<file path="src/rtl/xdma_udp_pkg.sv">
// Shared definitions for the UDP/CMAC <-> XDMA stream glue.
// Holds default AXIS widths, the C2H arbiter state encoding, the source
// port index type and the round-robin grant helper.
package xdma_udp_pkg;

  localparam int unsigned XDMA_AXIS_TDATA_WIDTH = 512;
  localparam int unsigned XDMA_AXIS_TKEEP_WIDTH = 64;
  localparam int unsigned XDMA_AXIS_TUSER_WIDTH = 1;

  typedef enum logic {
    IDLE = 1'b0,
    BUSY = 1'b1
  } arb_state_t;

  typedef logic port_idx_t;

  // Round-robin pick: on contention the port that was not served last wins.
  function automatic port_idx_t next_grant(input logic v0, input logic v1,
                                           input port_idx_t last_served);
    if (v0 && v1) begin
      return port_idx_t'(~last_served);
    end
    return port_idx_t'(v1);
  endfunction

endpackage

</file>
<file path="src/rtl/axis_skid_reg.sv">
// axis_skid_reg: 2-entry registered AXI-Stream slice.
// Ports:
//   clk, rst_n       clock, synchronous active-low reset
//   s_valid, s_data  upstream beat; accepted when s_valid && s_ready
//   s_ready          registered "occupancy < 2"
//   s_ready_nxt_c    next-cycle value of s_ready (combinational), so a caller
//                    can register its own per-source ready in step with it
//   m_valid, m_data  registered head entry
//   m_ready          downstream accept
// Output data is held stable while m_valid && !m_ready. No combinational
// path from m_ready to s_ready.
module axis_skid_reg #(
  parameter int unsigned WIDTH = 8
) (
  input  logic             clk,
  input  logic             rst_n,
  input  logic             s_valid,
  input  logic [WIDTH-1:0] s_data,
  output logic             s_ready,
  output logic             s_ready_nxt_c,
  output logic             m_valid,
  output logic [WIDTH-1:0] m_data,
  input  logic             m_ready
);

  logic [1:0]       occ_q, occ_d;
  logic [WIDTH-1:0] head_q, head_d;
  logic [WIDTH-1:0] tail_q, tail_d;
  logic             valid_q, valid_d;
  logic             ready_q, ready_d;
  logic             push, pop;

  // Head entry drives the output; tail catches the beat that arrives while
  // the head is stalled.
  always_comb begin
    occ_d  = occ_q;
    head_d = head_q;
    tail_d = tail_q;
    push   = s_valid && ready_q;
    pop    = valid_q && m_ready;
    case ({push, pop})
      2'b10: begin
        if (occ_q == 2'd0) head_d = s_data;
        else               tail_d = s_data;
        occ_d = occ_q + 2'd1;
      end
      2'b01: begin
        head_d = tail_q;
        occ_d  = occ_q - 2'd1;
      end
      // push needs occ<2 and pop needs occ>0, so occupancy is exactly 1
      2'b11:   head_d = s_data;
      default: ;
    endcase
    ready_d = (occ_d < 2'd2);
    valid_d = (occ_d != 2'd0);
  end

  always_ff @(posedge clk) begin
    if (!rst_n) begin
      occ_q   <= 2'd0;
      head_q  <= '0;
      tail_q  <= '0;
      valid_q <= 1'b0;
      ready_q <= 1'b0;
    end else begin
      occ_q   <= occ_d;
      head_q  <= head_d;
      tail_q  <= tail_d;
      valid_q <= valid_d;
      ready_q <= ready_d;
    end
  end

  assign s_ready       = ready_q;
  assign s_ready_nxt_c = ready_d;
  assign m_valid       = valid_q;
  assign m_data        = head_q;

endmodule

</file>
<file path="src/rtl/xdma_c2h_stream_arbiter.sv">
// xdma_c2h_stream_arbiter: packet-granular round-robin merge of two AXIS RX
// paths (qsfp1 -> s0, qsfp2 -> s1) into the XDMA C2H stream.
// Ports:
//   xdma_clk, xdma_reset      clock, synchronous active-low reset
//   s0_axis_*, s1_axis_*      source streams (tvalid/tready/tlast/tdata/tkeep/tuser)
//   m_axis_*                  merged stream; m_axis_tuser = {src_idx, s_tuser}
//   pkt_cnt0/pkt_cnt1/stall_cnt  statistics, present only with
//                                XDMA_C2H_ARB_STATS_EN defined
// A grant is held for a whole packet; one IDLE decision cycle per packet.
module xdma_c2h_stream_arbiter
  import xdma_udp_pkg::*;
#(
  parameter int unsigned DATA_WIDTH = XDMA_AXIS_TDATA_WIDTH,
  parameter int unsigned KEEP_WIDTH = XDMA_AXIS_TKEEP_WIDTH,
  parameter int unsigned USER_WIDTH = XDMA_AXIS_TUSER_WIDTH
) (
  input  logic                  xdma_clk,
  input  logic                  xdma_reset,
  input  logic                  s0_axis_tvalid,
  output logic                  s0_axis_tready,
  input  logic                  s0_axis_tlast,
  input  logic [DATA_WIDTH-1:0] s0_axis_tdata,
  input  logic [KEEP_WIDTH-1:0] s0_axis_tkeep,
  input  logic [USER_WIDTH-1:0] s0_axis_tuser,
  input  logic                  s1_axis_tvalid,
  output logic                  s1_axis_tready,
  input  logic                  s1_axis_tlast,
  input  logic [DATA_WIDTH-1:0] s1_axis_tdata,
  input  logic [KEEP_WIDTH-1:0] s1_axis_tkeep,
  input  logic [USER_WIDTH-1:0] s1_axis_tuser,
  output logic                  m_axis_tvalid,
  input  logic                  m_axis_tready,
  output logic                  m_axis_tlast,
  output logic [DATA_WIDTH-1:0] m_axis_tdata,
  output logic [KEEP_WIDTH-1:0] m_axis_tkeep,
  output logic [USER_WIDTH:0]   m_axis_tuser
`ifdef XDMA_C2H_ARB_STATS_EN
  ,
  output logic [31:0]           pkt_cnt0,
  output logic [31:0]           pkt_cnt1,
  output logic [31:0]           stall_cnt
`endif
);

  localparam int unsigned PAYLOAD_W = (USER_WIDTH + 1) + 1 + KEEP_WIDTH + DATA_WIDTH;

  arb_state_t state_q, state_d;
  port_idx_t  grant_q, grant_d;
  port_idx_t  last_q, last_d;
  logic       s0_tready_q, s0_tready_d;
  logic       s1_tready_q, s1_tready_d;

  logic                 acc0, acc1, acc_last;
  logic                 skid_ready, skid_ready_nxt, skid_push;
  logic [PAYLOAD_W-1:0] skid_in, skid_out;

  // Source readies are flops, so a handshake is simply valid && ready.
  assign acc0     = s0_axis_tvalid && s0_tready_q;
  assign acc1     = s1_axis_tvalid && s1_tready_q;
  assign acc_last = grant_q ? (acc1 && s1_axis_tlast) : (acc0 && s0_axis_tlast);

  // Next state, grant and per-source readies.
  always_comb begin
    state_d = state_q;
    grant_d = grant_q;
    last_d  = last_q;
    case (state_q)
      IDLE: begin
        if (s0_axis_tvalid || s1_axis_tvalid) begin
          state_d = BUSY;
          grant_d = next_grant(s0_axis_tvalid, s1_axis_tvalid, last_q);
        end
      end
      BUSY: begin
        if (acc_last) begin
          state_d = IDLE;
          last_d  = grant_q;
        end
      end
      default: state_d = IDLE;
    endcase
    // Registered against next-cycle skid room so no beat can overrun the slice.
    s0_tready_d = (state_d == BUSY) && (grant_d == 1'b0) && skid_ready_nxt;
    s1_tready_d = (state_d == BUSY) && (grant_d == 1'b1) && skid_ready_nxt;
  end

  always_ff @(posedge xdma_clk) begin
    if (!xdma_reset) begin
      state_q     <= IDLE;
      grant_q     <= 1'b0;
      last_q      <= 1'b1;
      s0_tready_q <= 1'b0;
      s1_tready_q <= 1'b0;
    end else begin
      state_q     <= state_d;
      grant_q     <= grant_d;
      last_q      <= last_d;
      s0_tready_q <= s0_tready_d;
      s1_tready_q <= s1_tready_d;
    end
  end

  assign s0_axis_tready = s0_tready_q;
  assign s1_axis_tready = s1_tready_q;

  // Beat forwarded unmodified, tagged with its source port.
  assign skid_push = (acc0 || acc1) && skid_ready;
  assign skid_in   = grant_q ? {grant_q, s1_axis_tuser, s1_axis_tlast, s1_axis_tkeep, s1_axis_tdata}
                             : {grant_q, s0_axis_tuser, s0_axis_tlast, s0_axis_tkeep, s0_axis_tdata};

  axis_skid_reg #(
    .WIDTH (PAYLOAD_W)
  ) u_skid (
    .clk           (xdma_clk),
    .rst_n         (xdma_reset),
    .s_valid       (skid_push),
    .s_data        (skid_in),
    .s_ready       (skid_ready),
    .s_ready_nxt_c (skid_ready_nxt),
    .m_valid       (m_axis_tvalid),
    .m_data        (skid_out),
    .m_ready       (m_axis_tready)
  );

  assign {m_axis_tuser, m_axis_tlast, m_axis_tkeep, m_axis_tdata} = skid_out;

`ifdef XDMA_C2H_ARB_STATS_EN
  logic [31:0] pkt_cnt0_q, pkt_cnt0_d;
  logic [31:0] pkt_cnt1_q, pkt_cnt1_d;
  logic [31:0] stall_cnt_q, stall_cnt_d;

  // Free-running wrap-around counters.
  always_comb begin
    pkt_cnt0_d  = pkt_cnt0_q;
    pkt_cnt1_d  = pkt_cnt1_q;
    stall_cnt_d = stall_cnt_q;
    if (acc0 && s0_axis_tlast)           pkt_cnt0_d  = pkt_cnt0_q + 32'd1;
    if (acc1 && s1_axis_tlast)           pkt_cnt1_d  = pkt_cnt1_q + 32'd1;
    if (m_axis_tvalid && !m_axis_tready) stall_cnt_d = stall_cnt_q + 32'd1;
  end

  always_ff @(posedge xdma_clk) begin
    if (!xdma_reset) begin
      pkt_cnt0_q  <= 32'd0;
      pkt_cnt1_q  <= 32'd0;
      stall_cnt_q <= 32'd0;
    end else begin
      pkt_cnt0_q  <= pkt_cnt0_d;
      pkt_cnt1_q  <= pkt_cnt1_d;
      stall_cnt_q <= stall_cnt_d;
    end
  end

  assign pkt_cnt0  = pkt_cnt0_q;
  assign pkt_cnt1  = pkt_cnt1_q;
  assign stall_cnt = stall_cnt_q;
`endif

endmodule

</file>
<file path="config.mk">
export PLATFORM = sky130hd
export DESIGN_NAME = xdma_c2h_stream_arbiter
export DESIGN_NICKNAME = d
export VERILOG_FILES = /design/src/rtl/xdma_udp_pkg.sv /design/src/rtl/axis_skid_reg.sv /design/src/rtl/xdma_c2h_stream_arbiter.sv
export SDC_FILE = /design/constraint.sdc
export NUM_CORES = 2
export LEC_CHECK = 0
export CAP_MARGIN = 10
export CELL_PAD_IN_SITES_DETAIL_PLACEMENT = 1
export CELL_PAD_IN_SITES_GLOBAL_PLACEMENT = 1
export CORE_AREA = 2 2 688 690
export CTS_CLUSTER_SIZE = 28
export DETAILED_ROUTE_END_ITERATION = 6
export DIE_AREA = 0 0 690 692
export PLACE_DENSITY_LB_ADDON = 0.1
export SYNTH_ARGS = -nofsm -noshare
export SYNTH_HDL_FRONTEND = slang
export SYNTH_SLANG_ARGS = --single-unit
export TNS_END_PERCENT = 30
</file>
<file path="constraint.sdc">
create_clock -name xdma_clk -period 2.3 [get_ports xdma_clk]
set_input_delay 0.23 -clock xdma_clk [delete_from_list [all_inputs] [get_ports xdma_clk]]
set_output_delay 0.23 -clock xdma_clk [all_outputs]
set_load 0.01 [all_outputs]
</file>
=== After elaboration in Yosys (flattened, before gate mapping) ===
Index checks and enable logic that the tools add are counted.

* Register bits: 1,167
* Bits of input ports: 1,161
* Output and inout port bits: 582
* Word-level logic and storage cells: 56

* Add/sub/neg operators: 2
* Order comparisons: 1
* Eq/ne operators: 4
* Mux-type cells: 15
* Bitwise gates (word level): 4
* Reductions and logical operators: 20

{| class="wikitable"
|+ Operator list
! cell !! count
|-
| $pmux W579 S3 || 1
|-
| $mux W579 || 2
|-
| $logic_and A1 B1 Y1 || 12
|-
| $mux W1 || 10
|-
| $reduce_and A2 Y1 || 3
|-
| $eq A2 B2 Y1 const B || 2
|-
| $not A1 Y1 || 4
|-
| $pmux W2 S2 || 1
|-
| $reduce_bool A3 Y1 || 1
|-
| $add A2 B1 Y2 const B || 1
|-
| $eq A2 B1 Y1 const B || 1
|-
| $logic_not A2 Y1 || 1
|-
| $logic_or A1 B1 Y1 || 2
|-
| $lt A2 B2 Y1 const B || 1
|-
| $ne A2 B1 Y1 const B || 1
|-
| $pmux W1 S2 || 1
|-
| $reduce_bool A2 Y1 || 1
|-
| $sub A2 B1 Y2 const B || 1
|}

=== Logic depth before layout (Yosys ltp) ===
* Depth after elaboration: 10
* Gate-level depth with buffers: 12
* Gate-level depth less buffers: 8

=== By module ===
From an unflattened synthesis, not the netlist that was laid out.

* Cell total of the unflattened synthesis: 6,485
* Area, all modules: 58,909.0 um^2

{| class="wikitable"
|+ By module, submodules not included
! module !! times used !! cells an instance !! area an instance (um^2) !! seq. area each (um^2)
|-
| axis_skid_reg || 1 || 5,819 || 51,493.1 || 23,262.3
|-
| xdma_c2h_stream_arbiter || 1 || 666 || 7,415.9 || 100.1
|}

=== Least setup slack after synthesis ===
Ideal clock, no wire load.

* Path type: register -> register
* Start: register u_skid.valid_q (netlist: u_skid.m_valid)
* End: register u_skid.head_q[148] (netlist: u_skid.m_data[148])
* Library setup time: 0.115 ns
* Arrival time: 1.748 ns
* Required time: 2.185 ns
* Setup slack: 0.437 ns
* Cell stages (with the launch flop): 10
* Buffers on the path: 3
* Period minus slack after synthesis: 1.863 ns
* Cell sequence: dfxtp_1 and2_1 inv_1 ha_1 mux2i_4 and2_4 buf_12 buf_12 buf_8 o2bb2ai_2

* Longest elaborated chain between the ends: 4
* Elaborated cells between the ends (all ways): 8
* Those cells by class: 4 x eq/ne; 1 x mux; 3 x reduce/logical

{| class="wikitable"
|+ Ends and longest elaborated chain
! item !! RTL line !! text
|-
| start: declaration || axis_skid_reg.sv:29 || <nowiki>logic valid_q, valid_d;</nowiki>
|-
| start signal: assignment || axis_skid_reg.sv:70 || <nowiki>valid_q <= valid_d;</nowiki>
|-
| $logic_and A1 B1 Y1 * || axis_skid_reg.sv:40 || <nowiki>pop = valid_q && m_ready;</nowiki>
|-
| $eq A2 B2 Y1 / $eq A2 B1 Y1 (equally long branches) || axis_skid_reg.sv:41 || <nowiki>case ({push, pop})</nowiki>
|-
| $ne A2 B1 Y1 (no line) / $reduce_bool A3 Y1 (equally long branches) || n/a ||
|-
| $reduce_and A2 Y1 (no line) || n/a ||
|-
| end signal: assignment || axis_skid_reg.sv:62 || <nowiki>head_q <= '0;</nowiki>
|-
| end signal: assignment || axis_skid_reg.sv:68 || <nowiki>head_q <= head_d;</nowiki>
|-
| end: declaration || axis_skid_reg.sv:27 || <nowiki>logic [WIDTH-1:0] head_q, head_d;</nowiki>
|}

Mark *: on every way between the ends. The rest lies on a longest branch, timed or not.
A chain may end at the register's enable or synchronous reset.

=== Final worst setup path ===
* Start: register s0_tready_q (netlist: s0_axis_tready)
* End: register u_skid.head_q[213] (netlist: u_skid.m_data[213])

* Longest elaborated chain between the ends: 7
* Elaborated cells between the ends (all ways): 11
* Those cells by class: 4 x eq/ne; 1 x mux; 6 x reduce/logical

{| class="wikitable"
|+ Ends and longest elaborated chain
! item !! RTL line !! text
|-
| start: declaration || xdma_c2h_stream_arbiter.sv:50 || <nowiki>logic s0_tready_q, s0_tready_d;</nowiki>
|-
| start signal: assignment || xdma_c2h_stream_arbiter.sv:98 || <nowiki>s0_tready_q <= s0_tready_d;</nowiki>
|-
| $logic_and A1 B1 Y1 * || xdma_c2h_stream_arbiter.sv:58 || <nowiki>assign acc0 = s0_axis_tvalid && s0_tready_q;</nowiki>
|-
| $logic_or A1 B1 Y1 * || xdma_c2h_stream_arbiter.sv:107 || <nowiki>assign skid_push = (acc0 || acc1) && skid_ready;</nowiki>
|-
| $logic_and A1 B1 Y1 * || xdma_c2h_stream_arbiter.sv:107 ||
|-
| $logic_and A1 B1 Y1 * || axis_skid_reg.sv:39 || <nowiki>push = s_valid && ready_q;</nowiki>
|-
| $eq A2 B2 Y1 / $eq A2 B1 Y1 (equally long branches) || axis_skid_reg.sv:41 ||
|-
| $ne A2 B1 Y1 (no line) / $reduce_bool A3 Y1 (equally long branches) || n/a ||
|-
| $reduce_and A2 Y1 (no line) || n/a ||
|}

Marks and branches as above.

==> impl_metrics.env <==
export IMPL_outcome="finished with violations"
export IMPL_violations="negative setup slack"
export IMPL_yosysSeqAreaShare_pct=43.8
export IMPL_synth_cell_types=34
export IMPL_drive_gt1_share_pct=19.9
export IMPL_htreeDepth=4
export IMPL_row_count=252
export IMPL_die_x_um=690
export IMPL_avgRoutedWirePerCell_um=27.8
export IMPL_vias=50017
export IMPL_via_per_inst=3.63
export IMPL_final_setup_viol_count=233
export IMPL_min_period_ns=2.39
export IMPL_cts_clk_slew_worst_paths_ns=0.06
export IMPL_wl_met2_um=194000
export IMPL_gr_total_overflow=0
export IMPL_grt_usage_pct=15.3
export IMPL_syn_inst=5199
export IMPL_yosys_warnings=0
export IMPL_route_met3_wl_um=24800
export IMPL_ys_ff_latch=1167
export IMPL_grt_pass1_wl_um=500000
export IMPL_num_io_pins=1743
export IMPL_cts_sinks=1167
export IMPL_start_util_pct=11.3
export IMPL_routed_wl_um=383000
export IMPL_synth_edf_count=0
export IMPL_drt_initial_drc_count=2229
export IMPL_critPathKind="flop to flop"
export IMPL_fillers=53328
export IMPL_holdWs_ns=0.116
export IMPL_gp_congestion=1.04
export IMPL_finClkSkew_ns=0.0586
export IMPL_grt_max_degree=109
export IMPL_area_growth_pct=71.6
export IMPL_cts_buffers=173
export IMPL_report_final_slew_viol_count=0
export IMPL_ant_nets=0
export IMPL_p_per_area_nw_per_um2=716
export IMPL_timing_fmax_mhz=419
export IMPL_synth_area_leader_cell="dfxtp_1"
export IMPL_synthFlopType="dfxtp_1"
export IMPL_tightest_slew_ns=0.713
export IMPL_finalWorstSetupSlack_ns=-0.0894
export IMPL_portBuffers=1742
export IMPL_drt_first_pass_iters=5
export IMPL_clk_path_buf_depth=4
export IMPL_syn_nets=6362
export IMPL_cp_arrival_ns=3.12
export IMPL_cts_tree="built"
export IMPL_drc=0
export IMPL_insertion_delay_ns=0.88
export IMPL_final_cell_mix="clkdlybuf4s50_1 (1727), dfxtp_1 (1164), nand2_1 (582)"
export IMPL_antenna_found_initial=216
export IMPL_final_common_cell="clkdlybuf4s50_1"
export IMPL_grt_pass1_vias=52000
export IMPL_cp_max_fo=8
export IMPL_dieArea_um2=477000
export IMPL_top_layer_used="met5"
export IMPL_netlist_area_leader_share_pct=43.8
export IMPL_worst_ep_required_time_ns=3.03
export IMPL_syn_avg_cell_area_um2=10.3
export IMPL_dp_hpwl_um=306000
export IMPL_dieHeight_um=692
export IMPL_synth_area_um2=53300
export IMPL_ir_worst_vdd_mv=0.502
export IMPL_layout_nets=8555
export IMPL_power_leakage_nw=38.9
export IMPL_period_share_pct=104
export IMPL_holdCritPathClass="input pin to flop"
export IMPL_cap_violations=0
export IMPL_hold_violations=0
export IMPL_place_area_um2=81400
export IMPL_wl_met1_um=153000
export IMPL_yosys_top_cells_area="dfxtp_1 (44%), mux2i_1 (11%), o211a_1 (11%)"
export IMPL_core_area_um2=470000
export IMPL_startpoint_type="flop"
export IMPL_synthArstFlopShare_pct=0
export IMPL_p_total_w=0.0655
export IMPL_relSlewSlack_pct=51.1
export IMPL_final_area_um2=91500
export IMPL_rsz0062_at_grt="yes"
export IMPL_endpoint_kind="flop"
export IMPL_cts_root_buffer="clkbuf_16"
timing repair:
| item | CTS | global route |
|---|---|---|
| endpoints found under the setup margin | 1187 | 577 |
| pin swaps | 45 | 152 |
| resized for setup | 179 | 152 |
| buffers inserted | 62 | 23 |
| hold buffers | 25 | 0 |
| endpoints found under the hold margin | 182 | 0 |
| gates cloned | 37 | 26 |
metal layers:
metal  up-vias  global-route usage (%)
li1      23443                       -
met1     24450                    17.3
met2      1424                    27.7
met3       592                    4.70
met4       108                    3.76
met5         -                       0
sequential cells by signal, indices dropped and copies added (netlist names), named ones only:
signal / flops
u_skid.m_data: 579
u_skid.tail_q: 579
grant_q: 1
last_q: 1
s0_axis_tready: 1
s1_axis_tready: 1
state_q: 1
u_skid.m_valid: 1
u_skid.occ_q: 1
u_skid.s_ready: 1
final timing paths:
kind                      start            endpoint  slack [ns]  cells after the start
min reg2reg              last_q              last_q        0.46                      1
max reg2reg      s0_axis_tready  u_skid.m_data[213]       -0.09                     14
min          s0_axis_tdata[268]  u_skid.tail_q[268]        0.12                      4
max              s0_axis_tready  u_skid.m_data[213]       -0.09                     14
per-stage QoR:
step	utilization (%)	setup slack (ns)	TNS [ns]	std cells
after floorplan	-	0.437	0	5199
after global placement	17.3	-0.936	-763.54	13283
after detailed placement	17.3	-0.932	-743.38	13283
after CTS	19.1	-0.175	-41.02	13702
after global routing	19.5	-0.196	-53.43	13750
final	19.5	-0.0894	-9.78	13764
kinds of logic after synthesis:
group,share of synthesized area [%]
muxes,11.0
buffers and inverters,6.44
and+or+nand+nor,8.46
adders and majority gates,0.0469
xor gates and xnor gates,0.0329
AOI/OAI and AO/OA,30.2
DFF,43.8
power breakdown:
group | switching, W | total, W | internal [W]
clock | 0.0110 | 0.0270 | 0.0160
combinational | 0.00805 | 0.0159 | 0.00789
sequential | 0.00103 | 0.0225 | 0.0215
total | 0.0201 | 0.0655 | 0.0455
synth_stat cells (3+ instances only):
master / count
a21oi_1: 580
and2_1: 3
buf_1: 22
buf_12: 32
buf_2: 182
buf_4: 59
buf_6: 58
buf_8: 7
clkbuf_1: 156
dfxtp_1: 1167
inv_1: 3
mux2i_1: 580
nand2_1: 586
nand2b_1: 4
nor2_1: 580
nor2b_1: 4
o211a_1: 578
o21ai_0: 3
o2bb2ai_1: 208
o2bb2ai_2: 370
critical path: stages (launching register included):
cell       delay (ns)
dfxtp_2          0.35
nand2_4          0.06
nand2_4          0.11
nand2_4          0.08
inv_4            0.06
ha_4             0.15
mux2i_4          0.34
buf_6            0.14
nand2b_4         0.14
buf_12           0.12
buf_16           0.16
buf_12           0.16
buf_12           0.13
buf_16           0.14
o2bb2ai_2        0.06
layout make-up:
class | count | area [um2] | share of cell area [%]
diodes | 25 | 62.6 | 0.0684
clock buffers | 260 | 5100 | 5.57
clock inverters | 39 | 484 | 0.529
inverters | 3 | 13.8 | 0.0150
multi-input cells | 3513 | 27500 | 30.1
flip-flops and latches | 1167 | 23400 | 25.5
well taps | 6223 | 7790 | 8.51
repair buffers | 2534 | 27100 | 29.7
Power figures use the tool's default switching activity.
